==> config.mk <==
export PLATFORM = sky130hd
export DESIGN_NAME = flt_dmac_lookup_scheduler
export DESIGN_NICKNAME = d
export VERILOG_FILES = /design/src/rtl/flt_dmac_lookup_scheduler.sv
export SDC_FILE = /design/constraint.sdc
export NUM_CORES = 1
export LEC_CHECK = 0
export CAP_MARGIN = 40
export CORE_MARGIN = 4
export CORE_UTILIZATION = 45
export DETAILED_ROUTE_END_ITERATION = 10
export DONT_BUFFER_PORTS = 1
export PLACE_DENSITY = 0.63
export SLEW_MARGIN = 20
export SYNTH_ARGS = -nofsm -noshare
export SYNTH_HDL_FRONTEND = slang
export SYNTH_SLANG_ARGS = --single-unit
==> constraint.sdc <==
create_clock -name i_clk -period 4.3 [get_ports i_clk]
set_clock_uncertainty 0.15 [all_clocks]
set_input_delay 0.645 -clock i_clk [delete_from_list [all_inputs] [get_ports i_clk]]
set_output_delay 0.645 -clock i_clk [all_outputs]
set_load 0.05 [all_outputs]
==> src/rtl/flt_dmac_lookup_scheduler.sv <==
// ============================================================================
// flt_dmac_lookup_scheduler
//   Shares the single-port 32x57 DMAC forward RAM between config access and a
//   linear lookup scan. Optional statistics counters: FLT_LOOKUP_STAT_EN.
//   Rev 1.0 - initial release
// ============================================================================
`default_nettype none

module flt_dmac_lookup_scheduler #(
   parameter int unsigned RAM_RD_LATENCY = 2,
   parameter logic [8:0]  MISS_OUTPORT   = 9'h1FF
) (
   input  logic        i_clk,
   input  logic        i_rst_n,
   input  logic        i_lookup_req,
   input  logic [47:0] iv_dmac,
   output logic        o_lookup_busy,
   output logic        o_lookup_ack,
   output logic        o_hit,
   output logic [8:0]  ov_outport,
   input  logic        i_cfg_wr,
   input  logic        i_cfg_rd,
   input  logic [4:0]  iv_cfg_addr,
   input  logic [56:0] iv_cfg_wdata,
   output logic        o_cfg_rdata_valid,
   output logic [56:0] ov_cfg_rdata,
   output logic [4:0]  ov_ram_addr,
   output logic [56:0] ov_ram_wdata,
   output logic        o_ram_wr,
   output logic        o_ram_rd,
   input  logic [56:0] iv_ram_rdata
`ifdef FLT_LOOKUP_STAT_EN
   ,
   input  logic        i_stat_clr,
   output logic [31:0] ov_hit_cnt,
   output logic [31:0] ov_miss_cnt,
   output logic [31:0] ov_drop_req_cnt
`endif
);

   localparam int unsigned c_L = RAM_RD_LATENCY;

   localparam logic [1:0] c_ST_IDLE  = 2'd0;
   localparam logic [1:0] c_ST_SCAN  = 2'd1;
   localparam logic [1:0] c_ST_DRAIN = 2'd2;
   localparam logic [1:0] c_ST_DONE  = 2'd3;

   logic [1:0]  r_state;
   logic [1:0]  w_state_nxt;
   logic [47:0] r_mac;
   logic [4:0]  r_scan_addr;
   logic        r_res_done;

   // Tag stage c_L lines up with iv_ram_rdata
   logic [c_L:0] r_tag_vld;
   logic [c_L:0] r_tag_cfg;
   logic [4:0]   r_tag_addr [c_L+1];

   logic        r_ram_wr;
   logic        r_ram_rd;
   logic [4:0]  r_ram_addr;
   logic [56:0] r_ram_wdata;
   logic        r_cfg_vld;
   logic [56:0] r_cfg_rdata;
   logic        r_ack;
   logic        r_hit;
   logic [8:0]  r_outport;

   logic        w_cfg_any;
   logic        w_cfg_rd;
   logic        w_start;
   logic        w_ret_cfg;
   logic        w_ret_scan;
   logic        w_match;
   logic        w_hit_now;
   logic        w_res_now;
   logic        w_pend;
   logic        w_scan_issue;
   logic [4:0]  w_issue_addr;

   assign w_cfg_any    = i_cfg_wr | i_cfg_rd;
   assign w_cfg_rd     = i_cfg_rd & ~i_cfg_wr;
   assign w_start      = (r_state == c_ST_IDLE) & i_lookup_req;
   assign w_ret_cfg    = r_tag_vld[c_L] & r_tag_cfg[c_L];
   assign w_ret_scan   = r_tag_vld[c_L] & ~r_tag_cfg[c_L] & ~r_res_done &
                         ((r_state == c_ST_SCAN) | (r_state == c_ST_DRAIN));
   assign w_match      = (iv_ram_rdata[8:0] != 9'd0) && (iv_ram_rdata[56:9] == r_mac);
   assign w_hit_now    = w_ret_scan & w_match;
   assign w_res_now    = w_ret_scan & (w_match | (r_tag_addr[c_L] == 5'd31));
   // Scan reads still travelling toward the return stage
   assign w_pend       = |(r_tag_vld[c_L-1:0] & ~r_tag_cfg[c_L-1:0]);
   assign w_scan_issue = ~w_cfg_any & (w_start | ((r_state == c_ST_SCAN) & ~w_hit_now));
   assign w_issue_addr = w_start ? 5'd0 : r_scan_addr;

   always_comb begin
      w_state_nxt = r_state;
      case (r_state)
         c_ST_IDLE:  if (w_start) w_state_nxt = c_ST_SCAN;
         c_ST_SCAN: begin
            if (w_hit_now || (w_scan_issue && (r_scan_addr == 5'd31)))
               w_state_nxt = c_ST_DRAIN;
         end
         c_ST_DRAIN: if ((r_res_done | w_res_now) & ~w_pend) w_state_nxt = c_ST_DONE;
         default:    w_state_nxt = c_ST_IDLE;
      endcase
   end

   always_ff @(posedge i_clk or negedge i_rst_n) begin
      if (!i_rst_n) begin
         r_state     <= c_ST_IDLE;
         r_mac       <= '0;
         r_scan_addr <= '0;
         r_res_done  <= 1'b0;
         r_ram_wr    <= 1'b0;
         r_ram_rd    <= 1'b0;
         r_ram_addr  <= '0;
         r_ram_wdata <= '0;
         r_cfg_vld   <= 1'b0;
         r_cfg_rdata <= '0;
         r_ack       <= 1'b0;
         r_hit       <= 1'b0;
         r_outport   <= '0;
         r_tag_vld   <= '0;
         r_tag_cfg   <= '0;
         for (int i = 0; i <= int'(c_L); i++) r_tag_addr[i] <= '0;
      end else begin
         r_state <= w_state_nxt;
         if (w_start) r_mac <= iv_dmac;

         if (r_state == c_ST_IDLE)
            r_scan_addr <= w_scan_issue ? 5'd1 : 5'd0;
         else if (w_scan_issue)
            r_scan_addr <= r_scan_addr + 5'd1;

         if (w_start || (r_state == c_ST_DONE)) r_res_done <= 1'b0;
         else if (w_res_now)                    r_res_done <= 1'b1;

         // Config owns the port whenever it asks; scan simply slips a cycle
         r_ram_wr <= i_cfg_wr;
         r_ram_rd <= w_cfg_rd | w_scan_issue;
         if (w_cfg_any)         r_ram_addr <= iv_cfg_addr;
         else if (w_scan_issue) r_ram_addr <= w_issue_addr;
         if (i_cfg_wr)          r_ram_wdata <= iv_cfg_wdata;

         r_tag_vld     <= {r_tag_vld[c_L-1:0], w_cfg_rd | w_scan_issue};
         r_tag_cfg     <= {r_tag_cfg[c_L-1:0], w_cfg_rd};
         r_tag_addr[0] <= w_cfg_any ? iv_cfg_addr : w_issue_addr;
         for (int i = 1; i <= int'(c_L); i++) r_tag_addr[i] <= r_tag_addr[i-1];

         r_cfg_vld <= w_ret_cfg;
         if (w_ret_cfg) r_cfg_rdata <= iv_ram_rdata;

         r_ack     <= w_res_now;
         r_hit     <= w_hit_now;
         r_outport <= !w_res_now ? 9'd0 : (w_match ? iv_ram_rdata[8:0] : MISS_OUTPORT);
      end
   end

   assign o_lookup_busy     = (r_state != c_ST_IDLE);
   assign o_lookup_ack      = r_ack;
   assign o_hit             = r_hit;
   assign ov_outport        = r_outport;
   assign o_cfg_rdata_valid = r_cfg_vld;
   assign ov_cfg_rdata      = r_cfg_rdata;
   assign ov_ram_addr       = r_ram_addr;
   assign ov_ram_wdata      = r_ram_wdata;
   assign o_ram_wr          = r_ram_wr;
   assign o_ram_rd          = r_ram_rd;

`ifdef FLT_LOOKUP_STAT_EN
   logic [31:0] r_hit_cnt;
   logic [31:0] r_miss_cnt;
   logic [31:0] r_drop_cnt;

   always_ff @(posedge i_clk or negedge i_rst_n) begin
      if (!i_rst_n) begin
         r_hit_cnt  <= '0;
         r_miss_cnt <= '0;
         r_drop_cnt <= '0;
      end else if (i_stat_clr) begin
         r_hit_cnt  <= '0;
         r_miss_cnt <= '0;
         r_drop_cnt <= '0;
      end else begin
         if (r_ack &  r_hit) r_hit_cnt  <= r_hit_cnt + 32'd1;
         if (r_ack & ~r_hit) r_miss_cnt <= r_miss_cnt + 32'd1;
         if (i_lookup_req && (r_state != c_ST_IDLE)) r_drop_cnt <= r_drop_cnt + 32'd1;
      end
   end

   assign ov_hit_cnt      = r_hit_cnt;
   assign ov_miss_cnt     = r_miss_cnt;
   assign ov_drop_req_cnt = r_drop_cnt;
`endif

endmodule

`default_nettype wire

# After elaboration in Yosys (flattened, before gate mapping)

Cells that the tools add are included.

Eq/ne operators: 9
Add/sub/neg operators: 1
Bitwise operators: 25
Reductions and logical operators: 12
Mux-type cells: 15

Operator list:

| kind                                                                   | number |
|---|---|
| 48-bit equality test                                                   | 1 |
| 5-bit 2-to-1 mux                                                       | 6 |
| 9-bit 2-to-1 mux                                                       | 2 |
| 1-bit AND                                                              | 11 |
| 5-bit equality test (second input constant)                            | 2 |
| 9-bit nonzero test                                                     | 1 |
| 2-bit nonzero test                                                     | 4 |
| 2-bit 2-to-1 mux                                                       | 3 |
| 1-bit inverter                                                         | 6 |
| 1-bit OR                                                               | 6 |
| 2-bit case mux with 3 select lines                                     | 1 |
| 5-bit by 1-bit adder with 5-bit output (second input constant)         | 1 |
| 2-bit equality test (second input constant)                            | 2 |
| 2-bit by 1-bit != test with 1-bit output (second input constant)       | 2 |
| 1-bit 2-to-1 mux                                                       | 3 |
| 3-bit AND reduction                                                    | 1 |
| 2-bit AND                                                              | 1 |
| 2-bit by 1-bit equality test with 1-bit output (second input constant) | 1 |
| 1-bit logical AND                                                      | 2 |
| 2-bit zero test                                                        | 1 |
| 1-bit logical OR                                                       | 2 |
| 2-bit != test (second input constant)                                  | 1 |
| 2-bit inverter                                                         | 1 |
| 2-bit OR reduction                                                     | 1 |

Bits in registers: 210
Output and inout bits: 134
Logic and storage cells: 80
Input port bits: 172

# Depth between registers and ports, before layout

Depth after elaboration: 13
Gate-level depth with buffers: 9
Mapped depth without buffers: 8

# Worst setup path before layout

No wires, ideal clock.

Path type: input -> register
From: in iv_ram_rdata[32]
To: reg r_state[1]
Slack: 1.822 ns
Required time: 4.022 ns
Data arrival time: 2.200 ns
Cell stages on the path: 6
Setup time: 0.128 ns
Buffers on the path: 0
Path through: xor2_1 > or4_1 > nor4_1 > nand4_1 > a21oi_2 > mux2_1

Word-level cells in the longest chain between the ends: 11
Elaborated cells on any way between the ends: 16
Classes of those cells: eq/ne (3); bitwise (9); reduce/logical (4)

RTL lines:

| element                                                   | line | RTL |
|---|---|---|
| start: declaration                                        | 31   | `input logic [56:0] iv_ram_rdata` |
| 48-bit equality test *                                    | 87   | `assign w_match = (iv_ram_rdata[8:0] != 9'd0) && (iv_ram_rdata[56:9] == r_mac);` |
| 1-bit logical AND *                                       | 87   |  |
| 1-bit AND                                                 | 88   | `assign w_hit_now = w_ret_scan & w_match;` |
| 1-bit inverter                                            | 92   | `assign w_scan_issue = ~w_cfg_any & (w_start \| ((r_state == c_ST_SCAN) & ~w_hit_now));` |
| 1-bit AND                                                 | 92   |  |
| 1-bit OR                                                  | 92   |  |
| 1-bit AND                                                 | 92   |  |
| 1-bit logical AND                                         | 100  | `if (w_hit_now \|\| (w_scan_issue && (r_scan_addr == 5'd31)))` |
| 1-bit logical OR                                          | 100  |  |
| 2-bit by 1-bit != test with 1-bit output (no source line) | n/a  |  |
| 3-bit AND reduction (no source line) *                    | n/a  |  |
| end signal: assignment                                    | 110  | `r_state <= c_ST_IDLE;` |
| end signal: assignment                                    | 127  | `r_state <= w_state_nxt;` |
| end: declaration                                          | 48   | `logic [1:0] r_state;` |

Every way passes the cells marked *; elsewhere a longest branch is shown, timed or not.
A chain may end at the register's enable or synchronous reset.

# Worst setup path after layout

From: reg r_mac[0]
To: reg r_state[1]

Word-level cells in the longest chain between the ends: 11
Elaborated cells on any way between the ends: 16
Classes of those cells: eq/ne (3); bitwise (9); reduce/logical (4)

RTL lines:

| element                                                   | line | RTL |
|---|---|---|
| start: declaration                                        | 50   | `logic [47:0] r_mac;` |
| start signal: assignment                                  | 128  | `if (w_start) r_mac <= iv_dmac;` |
| 48-bit equality test *                                    | 87   |  |
| 1-bit logical AND *                                       | 87   |  |
| 1-bit AND                                                 | 88   |  |
| 1-bit inverter                                            | 92   |  |
| 1-bit AND                                                 | 92   |  |
| 1-bit OR                                                  | 92   |  |
| 1-bit AND                                                 | 92   |  |
| 1-bit logical AND                                         | 100  |  |
| 1-bit logical OR                                          | 100  |  |
| 2-bit by 1-bit != test with 1-bit output (no source line) | n/a  |  |
| 3-bit AND reduction (no source line) *                    | n/a  |  |

Marks and branches as above.

==> run_results.csv <==
group,metric,value,unit
final_layout,drive_above_1_share,34.1,%
pwr,powerDensity,749,mW/mm^2
logic_synthesis,syn_inst,608,
clocking,post_cts_buffers,0,
final_layout,stdcell_count,864,
floorplanning,dieArea,0.0213,mm^2
timing,maxSlewViolCount,0,
clocking,clk_pin_slew,0.06,ns
setup_path,crit_end,"r_state[1]",
final_layout,syn_to_final_growth,12.5,%
final_layout,stdcell_area,0.00961,mm^2
outcome,failed_checks,"hold timing",
drt,wirelength,20.2,mm
placement,gp_congestion,0.849,
setup_path,required,4.52,ns
clocking,htree_levels,1,
clocking,cts_buffer_depth,3,
floorplanning,row_count,50,
outcome,run_status,"finished, violations left",
clocking,clk_latency,0.51,ns
placement,place_inst,821,
drt,firstDrtPassIters,4,
placement,place_hpwl,14.9,mm
drt,drc,0,
floorplanning,io_pins,306,
floorplanning,fp.coreArea,0.0187,mm^2
drt,vias,4877,
placement,place_area,0.00878,mm^2
clocking,cts_tree,"built",
global_routing,grt_pass1_wl,31.7,mm
timing,rsz0062_at_grt,"false",
logic_synthesis,synth_ff_type,"dfrtp_1",
logic_synthesis,syn-mean-instance-area,14.1,um^2
setup_path,rr_worst_depth,6,
setup_path,end_kind,"flip-flop",
drt,ant_nets,0,
placement,portBuffers,0,
logic_synthesis,ys_seq_area_share,61.2,%
logic_synthesis,yosysWarningCount,0,
timing,layout_worst_path_cycle_share,62.3,%
logic_synthesis,async_flop_share,100,%
clocking,cts.sinks,209,
setup_path,critPathLaunch,"r_mac[0]",
floorplanning,die_x,146,um
floorplanning,initial_core_util,45.7,%
clocking,root_buffer,"clkbuf_16",
global_routing,grt_pass1_vias,5509,
timing,tightest_slew,0.659,ns
global_routing,grt_max_degree,210,
pwr,ir_drop,406,uV
drt,drt-vias-per-instance,5.64,
worst_hold_path,hold_path_class,"input port to async pin",
timing,fmax,373,MHz
timing,hold_ws,-0.318,ns
setup_path,startpoint_type,"flip-flop",
timing,setup_viol,0,
setup_path,cp_max_fo,2,
timing,max_slew_margin,56.1,%
floorplanning,die_h,146,um
setup_path,cp.arrival,2.90,ns
placement,dp_slack,1.46,ns
drt,drt_iter0_markers,224,
logic_synthesis,synth_area,0.00854,mm^2
final_layout,n_fill_cell,1601,
global_routing,grtUsageTotal,18.7,%
timing,hold_viol,209,
setup_path,regToRegSetupSlack,1.62,ns
logic_synthesis,yosys_register_bits,209,
global_routing,antenna_found_initial,4,
logic_synthesis,synth_edf_count,0,
setup_path,r2r_end,"r_state[1]",
timing,finalWorstSetupSlack,1.62,ns
timing,period_minus_slack,2.68,ns
logic_synthesis,synth_nets,787,
setup_path,r2r_start,"r_mac[0]",
final_layout,finalNetCount,791,
timing,fin_setup_tns,0,ns
logic_synthesis,ys_types,39,
clocking,cts-buffers-inserted,22,
drt,wl_per_cell,23.3,um
clocking,cts_hold_buf,1,
job,maxCapViolations,0,
pwr,power.leakage,4.16,nW
clocking,post_cts_resized,0,
setup_path,path_class,"flip-flop to flip-flop",
global_routing,grt_remaining_overflow,0,
==> state kept, by name, indices dropped and copies added (netlist names), 2 cells and up <==
| signal | flops |
|---|---|
| ov_ram_wdata | 57 |
| r_state | 2 |
| ov_ram_addr | 5 |
| r_scan_addr | 5 |
| r_tag_vld | 3 |
| ov_outport | 9 |
| r_tag_cfg | 3 |
| r_tag_addr | 15 |
| r_mac | 48 |
| ov_cfg_rdata | 57 |
==> worst max-delay path: stages, from the launching register on <==
cell,delay [ns]
dfrtp_1,0.41
xor2_1,0.19
or4_1,0.52
nor4_1,0.42
nand4_1,0.27
a21oi_2,0.24
mux2_1,0.34
==> stage by stage <==
| step | util [%] | power [mW] |
|---|---|---|
| finish | 51.4 | 7.20 |
| CTS | 51.4 | 7.29 |
| floorplan | - | 4.83 |
| global placement | 46.9 | 5.11 |
| global route | 51.4 | 7.56 |
| detailed placement | 47.0 | 5.18 |
==> power by group <==
group          internal [mW]  total [mW]  switching [mW]
combinational          0.668        1.22           0.549
clock                   1.30        2.07           0.770
sequential              2.50        3.91            1.41
==> area by class of cell <==
cell class              instances  area, um^2  share of cell area [%]
flip-flops and latches        209        5230                    54.4
multi-input cells             365        3190                    33.1
clock buffers                  28         603                    6.27
well taps                     234         293                    3.05
clock inverters                12         210                    2.19
repair buffers                  5        52.6                   0.547
inverters                       9        33.8                   0.351
diodes                          2        5.00                  0.0521
==> worst min-delay path by stage <==
stage | from | end | slack [ns]
global route | i_rst_n | ov_cfg_rdata[42] | -0.35
floorplan | r_tag_addr[5] | r_tag_addr[0] | 0.18
global placement | r_tag_addr[9] | r_tag_addr[4] | 0.18
detailed placement | r_tag_addr[10] | r_tag_addr[5] | 0.18
finish | i_rst_n | ov_cfg_rdata[42] | -0.32
CTS | i_rst_n | ov_cfg_rdata[42] | -0.34
==> routing by layer <==
metal / wire (um) / GRT usage (%) / share of wire [%]
met3: 2100 / 7.54 / 10
met4: 486 / 5.51 / 2.4
met2: 10600 / 33.4 / 52
met5: 20 / 0 / 0.099
met1: 6980 / 20.3 / 35
==> kinds of logic (layout without fill, tap and decap cells) <==
family / count (synthesis) / after routing / synth area share (%)
XOR/XNOR: 48 / 48 / 4.92
multiplexers: 171 / 171 / 22.4
buffers and inverters: 34 / 54 / 1.61
other: 0 / 2 / 0
AO/OA/AOI/OAI: 33 / 33 / 2.28
AND/OR/NAND/NOR: 106 / 106 / 6.50
adder cells (fa/ha/maj): 7 / 7 / 1.03
flip-flops: 209 / 209 / 61.2
==> synthesized netlist by cell type (all sizes together), types with 2 or more instances <==
cell type	number	area share, %
a21oi	18	1.1
a31o	3	0.31
and3	3	0.22
and4	2	0.21
buf	4	0.29
clkbuf	21	0.92
dfrtp	209	61
ha	7	1.0
inv	9	0.40
mux2	164	22
mux2i	7	0.82
nand2	32	1.4
nand2b	2	0.15
nand3	10	0.59
nand4	6	0.44
nor2	13	0.57
nor2b	3	0.22
nor3	2	0.12
nor4	20	1.5
o21ai	8	0.51
or3	5	0.37
or4	4	0.40
xnor2	3	0.31
xor2	45	4.6
==> placed cells by master, fill, tap and decap left out, types with 2 or more instances in the layout <==
| cell type | netlist | final |
|---|---|---|
| nand2b_1 | 2 | 2 |
| xor2_1 | 45 | 45 |
| nand2_1 | 32 | 31 |
| bufinv_16 | 0 | 5 |
| clkinv_8 | 0 | 2 |
| clkbuf_1 | 21 | 3 |
| clkinv_2 | 0 | 4 |
| nor2b_1 | 3 | 3 |
| clkbuf_16 | 0 | 22 |
| mux2_2 | 163 | 163 |
| dfrtp_1 | 209 | 209 |
| nor2_1 | 13 | 13 |
| o21ai_0 | 6 | 6 |
| and4_1 | 2 | 2 |
| inv_1 | 9 | 9 |
| buf_4 | 0 | 3 |
| a21oi_1 | 17 | 17 |
| nand4_1 | 6 | 6 |
| nand3_1 | 10 | 10 |
| diode_2 | 0 | 2 |
| nor4_1 | 20 | 19 |
| or4_1 | 3 | 3 |
| clkbuf_8 | 0 | 3 |
| mux2i_1 | 7 | 7 |
| nor3_1 | 2 | 2 |
| ha_1 | 7 | 7 |
| xnor2_1 | 3 | 3 |
| or3_1 | 5 | 5 |
| and3_1 | 3 | 3 |
| a31o_2 | 3 | 3 |
No activity file was read; power rests on OpenSTA's default activity.
